## src/rtl/core_pkg.sv

```systemverilog
// Shared types, defaults and helpers for the branch predictor slice of the MIPS core.
package core_pkg;

    // Ceiling log2 for elaboration-time sizing.
    function automatic int unsigned clog2(input int unsigned v);
        int unsigned r;
        r = 0;
        for (int unsigned i = 0; i < 32; i++) begin
            if ((64'd1 << i) < 64'(v)) r = i + 1;
        end
        return r;
    endfunction

    // Saturating step of a counter of width w (w <= 32); never wraps.
    function automatic logic [31:0] sat_ctr_next(input logic [31:0] ctr, input logic up,
                                                 input int unsigned w);
        logic [31:0] top;
        top = (w >= 32) ? 32'hFFFF_FFFF : ((32'd1 << w) - 32'd1);
        if (up) return (ctr >= top) ? ctr : ctr + 32'd1;
        return (ctr == 32'd0) ? ctr : ctr - 32'd1;
    endfunction

    localparam int unsigned PC_W_DEF    = 7;
    localparam int unsigned ENTRIES_DEF = 8;
    localparam int unsigned CNT_W_DEF   = 2;
    localparam int unsigned STAT_W_DEF  = 16;
    localparam int unsigned IDX_W_DEF   = clog2(ENTRIES_DEF);
    localparam int unsigned TAG_W_DEF   = PC_W_DEF - IDX_W_DEF - 2;

    // One BTB entry at the default core configuration.
    typedef struct packed {
        logic                 valid;
        logic [TAG_W_DEF-1:0] tag;
        logic [PC_W_DEF-1:0]  target;
        logic [CNT_W_DEF-1:0] ctr;
    } btb_entry_t;

endpackage

```

## src/rtl/branch_predictor_if.sv

```systemverilog
// IF lookup, ID resolve and statistics bundle between the core and the predictor.
interface branch_predictor_if
    import core_pkg::*;
#(
    parameter int unsigned PC_W   = PC_W_DEF,
    parameter int unsigned STAT_W = STAT_W_DEF
);
    logic              if_stall;
    logic              if_flush;
    logic [PC_W-1:0]   if_pc;
    logic              pred_taken;
    logic [PC_W-1:0]   pred_target;
    logic              id_resolve;
    logic              id_taken;
    logic [PC_W-1:0]   id_target;
    logic              mispredict;
    logic [PC_W-1:0]   correct_pc;
    logic [STAT_W-1:0] branch_cnt;
    logic [STAT_W-1:0] mispred_cnt;

    modport master (
        output if_pc, if_stall, if_flush, id_resolve, id_taken, id_target,
        input  pred_taken, pred_target, mispredict, correct_pc, branch_cnt, mispred_cnt
    );

    modport slave (
        input  if_pc, if_stall, if_flush, id_resolve, id_taken, id_target,
        output pred_taken, pred_target, mispredict, correct_pc, branch_cnt, mispred_cnt
    );
endinterface

```

## src/rtl/sat_counter.sv

```systemverilog
// Up/down saturating counter with synchronous load; used for BTB counters and statistics.
module sat_counter
    import core_pkg::*;
#(
    parameter int unsigned    W       = 2,
    parameter logic [W-1:0]   RST_VAL = '0
)(
    input  logic         clk,
    input  logic         rst_n,
    input  logic         en,
    input  logic         up,
    input  logic         load,
    input  logic [W-1:0] load_val,
    output logic [W-1:0] q
);

    // Load takes priority over a counting step; saturates at zero and all-ones.
    always_ff @(posedge clk or negedge rst_n) begin
        if (!rst_n) begin
            q <= RST_VAL;
        end else if (load) begin
            q <= load_val;
        end else if (en) begin
            q <= W'(sat_ctr_next(32'(q), up, W));
        end
    end

endmodule

```

## src/rtl/branch_predictor.sv

```systemverilog
// Direct-mapped BTB with saturating direction counters, IF/ID prediction shadow and
// mispredict detection at ID.
module branch_predictor
    import core_pkg::*;
#(
    parameter int unsigned PC_W    = PC_W_DEF,
    parameter int unsigned ENTRIES = ENTRIES_DEF,
    parameter int unsigned CNT_W   = CNT_W_DEF,
    parameter int unsigned STAT_W  = STAT_W_DEF
)(
    input  logic              clk,
    input  logic              rst_n,
    branch_predictor_if.slave bus
);

    localparam int unsigned IDX_W   = clog2(ENTRIES);
    localparam int          TAG_RAW = int'(PC_W) - int'(IDX_W) - 2;
    localparam bit          HAS_TAG = (TAG_RAW > 0);
    localparam int unsigned TAG_W   = HAS_TAG ? unsigned'(TAG_RAW) : 1;
    localparam logic [CNT_W-1:0] CTR_WNT = CNT_W'((64'd1 << (CNT_W - 1)) - 64'd1);
    localparam logic [CNT_W-1:0] CTR_WT  = CNT_W'(64'd1 << (CNT_W - 1));

    function automatic logic [IDX_W-1:0] idx_of(input logic [PC_W-1:0] pc);
        return pc[IDX_W+1:2];
    endfunction

    // Without tag bits every valid entry hits.
    function automatic logic [TAG_W-1:0] tag_of(input logic [PC_W-1:0] pc);
        if (HAS_TAG) return TAG_W'(pc >> (IDX_W + 2));
        return '0;
    endfunction

    logic [ENTRIES-1:0] valid_q;
    logic [TAG_W-1:0]   tag_q    [ENTRIES];
    logic [PC_W-1:0]    target_q [ENTRIES];
    logic [CNT_W-1:0]   ctr_q    [ENTRIES];

    logic               sh_valid;
    logic [PC_W-1:0]    sh_pc;
    logic               sh_pred_taken;
    logic [PC_W-1:0]    sh_pred_target;

    logic [IDX_W-1:0]   lk_idx;
    logic               lk_hit;
    logic               pred_taken_c;
    logic [PC_W-1:0]    pred_target_c;

    logic               res_eff;
    logic               mispredict_c;
    logic [PC_W-1:0]    correct_pc_c;
    logic [IDX_W-1:0]   wr_idx;
    logic [TAG_W-1:0]   wr_tag;
    logic               wr_hit;
    logic               alloc;

    logic [STAT_W-1:0]  branch_cnt_q;
    logic [STAT_W-1:0]  mispred_cnt_q;

    // Same-cycle BTB lookup for the PC being fetched.
    always_comb begin
        lk_idx        = idx_of(bus.if_pc);
        lk_hit        = valid_q[lk_idx] && (tag_q[lk_idx] == tag_of(bus.if_pc));
        pred_taken_c  = lk_hit && ctr_q[lk_idx][CNT_W-1];
        pred_target_c = pred_taken_c ? target_q[lk_idx] : bus.if_pc + PC_W'(4);
    end

    // Prediction travels with the instruction from IF into ID; flush beats stall.
    always_ff @(posedge clk or negedge rst_n) begin
        if (!rst_n) begin
            sh_valid       <= 1'b0;
            sh_pc          <= '0;
            sh_pred_taken  <= 1'b0;
            sh_pred_target <= '0;
        end else if (bus.if_flush) begin
            sh_valid       <= 1'b0;
        end else if (!bus.if_stall) begin
            sh_valid       <= 1'b1;
            sh_pc          <= bus.if_pc;
            sh_pred_taken  <= pred_taken_c;
            sh_pred_target <= pred_target_c;
        end
    end

    // Resolve check in ID; a stalled branch only counts on the cycle it leaves ID.
    always_comb begin
        res_eff      = bus.id_resolve && sh_valid && !bus.if_stall;
        mispredict_c = 1'b0;
        if (res_eff) begin
            mispredict_c = (bus.id_taken != sh_pred_taken) ||
                           (bus.id_taken && (bus.id_target != sh_pred_target));
        end
        correct_pc_c = (rst_n && bus.id_taken) ? bus.id_target : sh_pc + PC_W'(4);
        wr_idx       = idx_of(sh_pc);
        wr_tag       = tag_of(sh_pc);
        wr_hit       = valid_q[wr_idx] && (tag_q[wr_idx] == wr_tag);
        alloc        = res_eff && !wr_hit && bus.id_taken;
    end

    // Any taken resolve (hit refresh or allocate) writes valid, tag and target.
    always_ff @(posedge clk or negedge rst_n) begin
        if (!rst_n) begin
            valid_q <= '0;
            for (int i = 0; i < int'(ENTRIES); i++) begin
                tag_q[i]    <= '0;
                target_q[i] <= '0;
            end
        end else if (res_eff && bus.id_taken) begin
            valid_q[wr_idx]  <= 1'b1;
            tag_q[wr_idx]    <= wr_tag;
            target_q[wr_idx] <= bus.id_target;
        end
    end

    for (genvar i = 0; i < int'(ENTRIES); i++) begin : g_ctr
        sat_counter #(.W(CNT_W), .RST_VAL(CTR_WNT)) u_ctr (
            .clk      (clk),
            .rst_n    (rst_n),
            .en       (res_eff && wr_hit && (wr_idx == IDX_W'(i))),
            .up       (bus.id_taken),
            .load     (alloc && (wr_idx == IDX_W'(i))),
            .load_val (CTR_WT),
            .q        (ctr_q[i])
        );
    end

    sat_counter #(.W(STAT_W)) u_branch_cnt (
        .clk      (clk),
        .rst_n    (rst_n),
        .en       (res_eff),
        .up       (1'b1),
        .load     (1'b0),
        .load_val ('0),
        .q        (branch_cnt_q)
    );

    sat_counter #(.W(STAT_W)) u_mispred_cnt (
        .clk      (clk),
        .rst_n    (rst_n),
        .en       (mispredict_c),
        .up       (1'b1),
        .load     (1'b0),
        .load_val ('0),
        .q        (mispred_cnt_q)
    );

    assign bus.pred_taken  = pred_taken_c;
    assign bus.pred_target = pred_target_c;
    assign bus.mispredict  = mispredict_c;
    assign bus.correct_pc  = correct_pc_c;
    assign bus.branch_cnt  = branch_cnt_q;
    assign bus.mispred_cnt = mispred_cnt_q;

endmodule

```

## src/flat_wrapper.sv

```systemverilog
// flat-port wrapper written by rule: the top's interface ports become plain ports
module branch_predictor_flat import core_pkg::*;
#(
    parameter int unsigned PC_W    = PC_W_DEF,
    parameter int unsigned ENTRIES = ENTRIES_DEF,
    parameter int unsigned CNT_W   = CNT_W_DEF,
    parameter int unsigned STAT_W  = STAT_W_DEF
)
  (clk, rst_n, bus_if_pc, bus_if_stall, bus_if_flush, bus_id_resolve, bus_id_taken, bus_id_target, bus_pred_taken, bus_pred_target, bus_mispredict, bus_correct_pc, bus_branch_cnt, bus_mispred_cnt);
  branch_predictor_if #(.PC_W(PC_W), .STAT_W(STAT_W)) bus_i ();
  input  logic clk;
  input  logic rst_n;
  input wire logic [$bits(bus_i.if_pc)-1:0] bus_if_pc;
  input wire logic [$bits(bus_i.if_stall)-1:0] bus_if_stall;
  input wire logic [$bits(bus_i.if_flush)-1:0] bus_if_flush;
  input wire logic [$bits(bus_i.id_resolve)-1:0] bus_id_resolve;
  input wire logic [$bits(bus_i.id_taken)-1:0] bus_id_taken;
  input wire logic [$bits(bus_i.id_target)-1:0] bus_id_target;
  output wire logic [$bits(bus_i.pred_taken)-1:0] bus_pred_taken;
  output wire logic [$bits(bus_i.pred_target)-1:0] bus_pred_target;
  output wire logic [$bits(bus_i.mispredict)-1:0] bus_mispredict;
  output wire logic [$bits(bus_i.correct_pc)-1:0] bus_correct_pc;
  output wire logic [$bits(bus_i.branch_cnt)-1:0] bus_branch_cnt;
  output wire logic [$bits(bus_i.mispred_cnt)-1:0] bus_mispred_cnt;
  assign bus_i.if_pc = bus_if_pc;
  assign bus_i.if_stall = bus_if_stall;
  assign bus_i.if_flush = bus_if_flush;
  assign bus_i.id_resolve = bus_id_resolve;
  assign bus_i.id_taken = bus_id_taken;
  assign bus_i.id_target = bus_id_target;
  assign bus_pred_taken = bus_i.pred_taken;
  assign bus_pred_target = bus_i.pred_target;
  assign bus_mispredict = bus_i.mispredict;
  assign bus_correct_pc = bus_i.correct_pc;
  assign bus_branch_cnt = bus_i.branch_cnt;
  assign bus_mispred_cnt = bus_i.mispred_cnt;
  branch_predictor #(.PC_W(PC_W), .ENTRIES(ENTRIES), .CNT_W(CNT_W), .STAT_W(STAT_W)) u_core (.clk(clk), .rst_n(rst_n), .bus(bus_i));
endmodule
```

## config.mk

```make
export PLATFORM = sky130hd
export DESIGN_NAME = branch_predictor_flat
export DESIGN_NICKNAME = d
export VERILOG_FILES = /design/src/rtl/core_pkg.sv /design/src/rtl/branch_predictor_if.sv /design/src/rtl/sat_counter.sv /design/src/rtl/branch_predictor.sv /design/src/flat_wrapper.sv
export SDC_FILE = /design/constraint.sdc
export NUM_CORES = 1
export LEC_CHECK = 0
export ABC_AREA = 1
export ABC_CLOCK_PERIOD_IN_PS = 2500
export BUFFER_PORTS_ARGS = -buffer_cell sky130_fd_sc_hd__buf_2
export CAP_MARGIN = 20
export CORE_UTILIZATION = 60
export CTS_CLUSTER_SIZE = 24
export DETAILED_ROUTE_END_ITERATION = 8
export PLACE_DENSITY = 0.81
export SLEW_MARGIN = 5
export SYNTH_ARGS = -nofsm -noshare
export SYNTH_HDL_FRONTEND = slang
export SYNTH_SLANG_ARGS = --single-unit
```

## constraint.sdc

```tcl
create_clock -name clk -period 2.5 [get_ports clk]
set_input_delay 0.625 -clock clk [delete_from_list [all_inputs] [get_ports clk]]
set_output_delay 0.625 -clock clk [all_outputs]
set_load 0.01 [all_outputs]
```

==> flow_summary.yaml <==
timing:
  setup_viol_count_final: 9
  slew_viol_final: 0
  hold_violations: 0
  hold_ws_ps: 309
  setup_repair_after_global_routing_missed_its_margin: "true"
  setup_ws_ps: -271
  clock-skew-final_ps: 8.45
  worst_slew_pin_slew_ps: 791
  fmax_mhz: 361
  final.period_utilization: 1.11
  period_minus_slack_ps: 2770
  timing.max_slew.rel_slack: 0.472
worst_setup_path:
  r2r_slack_ps: -190
  critPathCaptureType: "primary output"
  critPathRequiredTime_ps: 1880
  reg2regPathDepth: 21
  worstSetupStartpoint: "u_core.tag_q[3]$_DFFE_PN0P_"
  worst-setup-path-type: "reg -> out"
  crit_path_start_kind: "flop"
  critPathArrivalTime_ps: 2150
  worstReg2RegStart: "u_core.tag_q[3]$_DFFE_PN0P_"
  worstPathMaxFanout: 5
pwr:
  p_leak_nw: 4.92
  total_power_mw: 7.09
  power-per-cell-area_nw_per_um2: 732
  clockPowerShare: 0.369
  share_seq_of_total_power: 0.418
  cell_internal_pwr_mw: 4.87
  p_sw_frac: 0.313
  power.combinational.fraction: 0.213
  worst_ir_drop_vdd_mv: 0.569
  sw_power_mw: 2.22
logic_synthesis:
  synth-seq-cells: 144
  ys_warn_count: 0
  post_synth_inst_count: 1049
  synthesis.area_per_instance_um2: 7.59
  postSynth.topFlopCell: "dfrtp_1"
  syn-num-nets: 1078
  number_of_flops_mapped_to_enable_cells_by_yosys: 0
  seq_area_frac_synth: 0.454
  synth_cell_types: 38
  synth_async_sr_flop_share: 1.00
  synth.cell_area_um2: 7960
place:
  port_buffers: 67
  gp_congestion: 0.929
  place_hpwl_um: 13800
  dp_worst_setup_slack_ps: -309
routing:
  detail_route.wl_per_cell_um: 16.0
  avgViaCountPerCell: 5.66
  drt_wl_total_um: 21400
  detailedRoute.firstIterationViolations: 853
  drt_pass1_iterations: 9
  vias: 7598
  drt_drc_violations_left: 0
  antenna_violating_nets_post_route: 0
grt:
  antenna_found_initial: 0
  maximum_number_of_pins_on_one_net_before_global_route_repair: 145
  grt_pass1_wl_um: 35200
  grtUsageTotal: 0.338
  global_route.overflow_total: 0
  first_global_vias: 7248
outcome:
  outcome: "finished with violations"
  violated_checks: "setup timing"
floorplanning:
  die_ar_um2: 13700
  chip_width_um: 117
  core_um2: 12800
  number_of_core_rows: 41
  ios: 68
  floorplan.die.height_um: 117
  floorplan.initialDensity: 0.623
clocking:
  clock_insertion_delay_worst_skew_ps: 440
  worst_setup_hold_path_clk_slew_ps: 60
  ctsHoldBuffers: 0
  cts_root_buffer: "clkbuf_16"
  tritoncts: "done"
  cts_max_path_buffers: 2
  cts_inserted_buffers: 17
  cts_max_level: 4
  clock-sinks: 144
finish:
  combined_area_of_the_multi_input_logic_cells_um2: 3790
  diodes: 0
  fillers: 911
  seqCellArea_um2: 3620
  final_net_count: 1188
  area_growth_pct: 21.6
  drive_above_1_share: 0.207
job:
  max_cap_violations: 0
min_path:
  worst_hold_path_type: "in -> async"
worst paths after layout:
| kind | to |
|---|---|
| max | bus_pred_target[1] |
| min | u_core.u_branch_cnt.q[7]$_DFFE_PN0P_ |
| max reg2reg | u_core.sh_pred_target[4]$_DFFE_PN0P_ |
| min reg2reg | u_core.tag_q[12]$_DFFE_PN0P_ |
| max in group asynchronous | u_core.sh_pc[4]$_DFFE_PN0P_ |
| min in group clk | u_core.sh_valid$_DFFE_PN0P_ |
synth_stat cells (9+ instances only):
master / n / area, µm²
inv_1: 108 / 405
nand2_1: 337 / 1260
nand3_2: 17 / 170
xnor2_1: 15 / 131
buf_2: 9 / 45.0
inv_2: 11 / 41.3
dfrtp_1: 136 / 3400
o21ai_1: 14 / 70.1
o21ai_0: 107 / 536
ha_1: 9 / 113
xor2_1: 27 / 236
nand3_1: 96 / 480
nor2_1: 39 / 146
a21oi_1: 19 / 95.1
nand4_1: 14 / 87.6
clkbuf_1: 21 / 78.8
through the flow:
| step | TNS (ps) | area (µm²) | utilization | instances |
|---|---|---|---|---|
| after floorplan | 0 | 7960 | - | 1049 |
| after global placement | -1740 | 8710 | 0.682 | 1294 |
| after detailed placement | -2110 | 8710 | 0.682 | 1294 |
| after CTS | -956 | 9580 | 0.750 | 1341 |
| after global routing | -2410 | 9680 | 0.758 | 1343 |
| final | -1910 | 9680 | 0.758 | 1343 |
power by group through the flow:
| stage | logic (mW) | registers, mW | clock network [mW] |
|---|---|---|---|
| CTS | 1.45 | 2.95 | 2.63 |
| global placement | 1.32 | 2.98 | 0 |
| finish | 1.51 | 2.96 | 2.62 |
| floorplan | 0.927 | 2.94 | 0 |
| detailed placement | 1.37 | 2.98 | 0 |
| global route | 1.71 | 3.00 | 2.74 |
critical path, stage by stage (launching register included):
cell     delay, ps
dfrtp_1        350
inv_1           80
a21oi_2        150
o21ai_1         80
nand3_1        100
nand2_1         70
nand2_1         90
nand3_2         90
nor2_4         180
buf_6          160
nand2_1         90
and2_1         150
buf_2          130
final cells by class:
type                            instances  share of cell area
Clock buffer                           18              0.0454
Inverter                              120              0.0473
Tap cell                              172              0.0222
Clock inverter                         13              0.0167
Sequential cell                       144               0.374
Timing Repair Buffer                  131               0.103
Multi-Input combinational cell        745               0.392
cells in the final DEF, fill, tap and decap left out, types with 4 or more instances in the layout:
cell / n
inv_2: 15
nand3_1: 94
inv_1: 104
a21oi_2: 5
nor2_2: 6
a22o_1: 5
a21oi_1: 14
a31oi_1: 6
xor2_1: 27
clkbuf_16: 17
buf_4: 53
dfrtp_1: 133
nor2_1: 38
dfstp_2: 8
xnor2_1: 15
buf_6: 13
nand2_1: 329
nand3_2: 18
nor4_1: 4
buf_2: 58
buf_12: 4
o21ai_1: 18
nor3_1: 8
nand4_1: 14
clkinv_2: 4
o21ai_0: 102
nand2_2: 11
ha_1: 8
and2_4: 4
metal layers:
layer  wire (µm)  vias to the layer above  global-route usage
met1        8910                     3566               0.432
li1            -                     3598                   -
met2       10100                      352               0.526
met5           0                        -                   0
met4         953                        0               0.199
met3        1500                       82              0.0798
kinds of logic (layout without fill, tap and decap cells):
kind of cell | count (synthesis) | count (layout) | share of synthesized area
AOI/OAI and AO/OA | 160 | 160 | 0.108
xor gates and xnor gates | 42 | 42 | 0.0462
adders and majority gates | 9 | 9 | 0.0141
buffers and inverters | 160 | 282 | 0.0812
DFF | 144 | 144 | 0.454
and+or+nand+nor | 534 | 534 | 0.297
state kept, by name (all words and copies together), names as in the netlist:
name / flops
u_core.sh_pred_target: 7
u_core.sh_pred_taken: 1
u_core.tag_q: 16
u_core.u_mispred_cnt.q: 16
u_core.sh_valid: 1
u_core.sh_pc: 7
u_core.valid_q: 8
u_core.u_branch_cnt.q: 16
u_core.g_ctr.u_ctr.q: 16
u_core.target_q: 56
timing repair:
action,CTS,global route
setup endpoints to repair,12,12
setup buffers,13,3
resized for setup,36,25
pin swaps,17,8
gates cloned,4,0
Note: power is estimated with default switching activity, not from simulation.
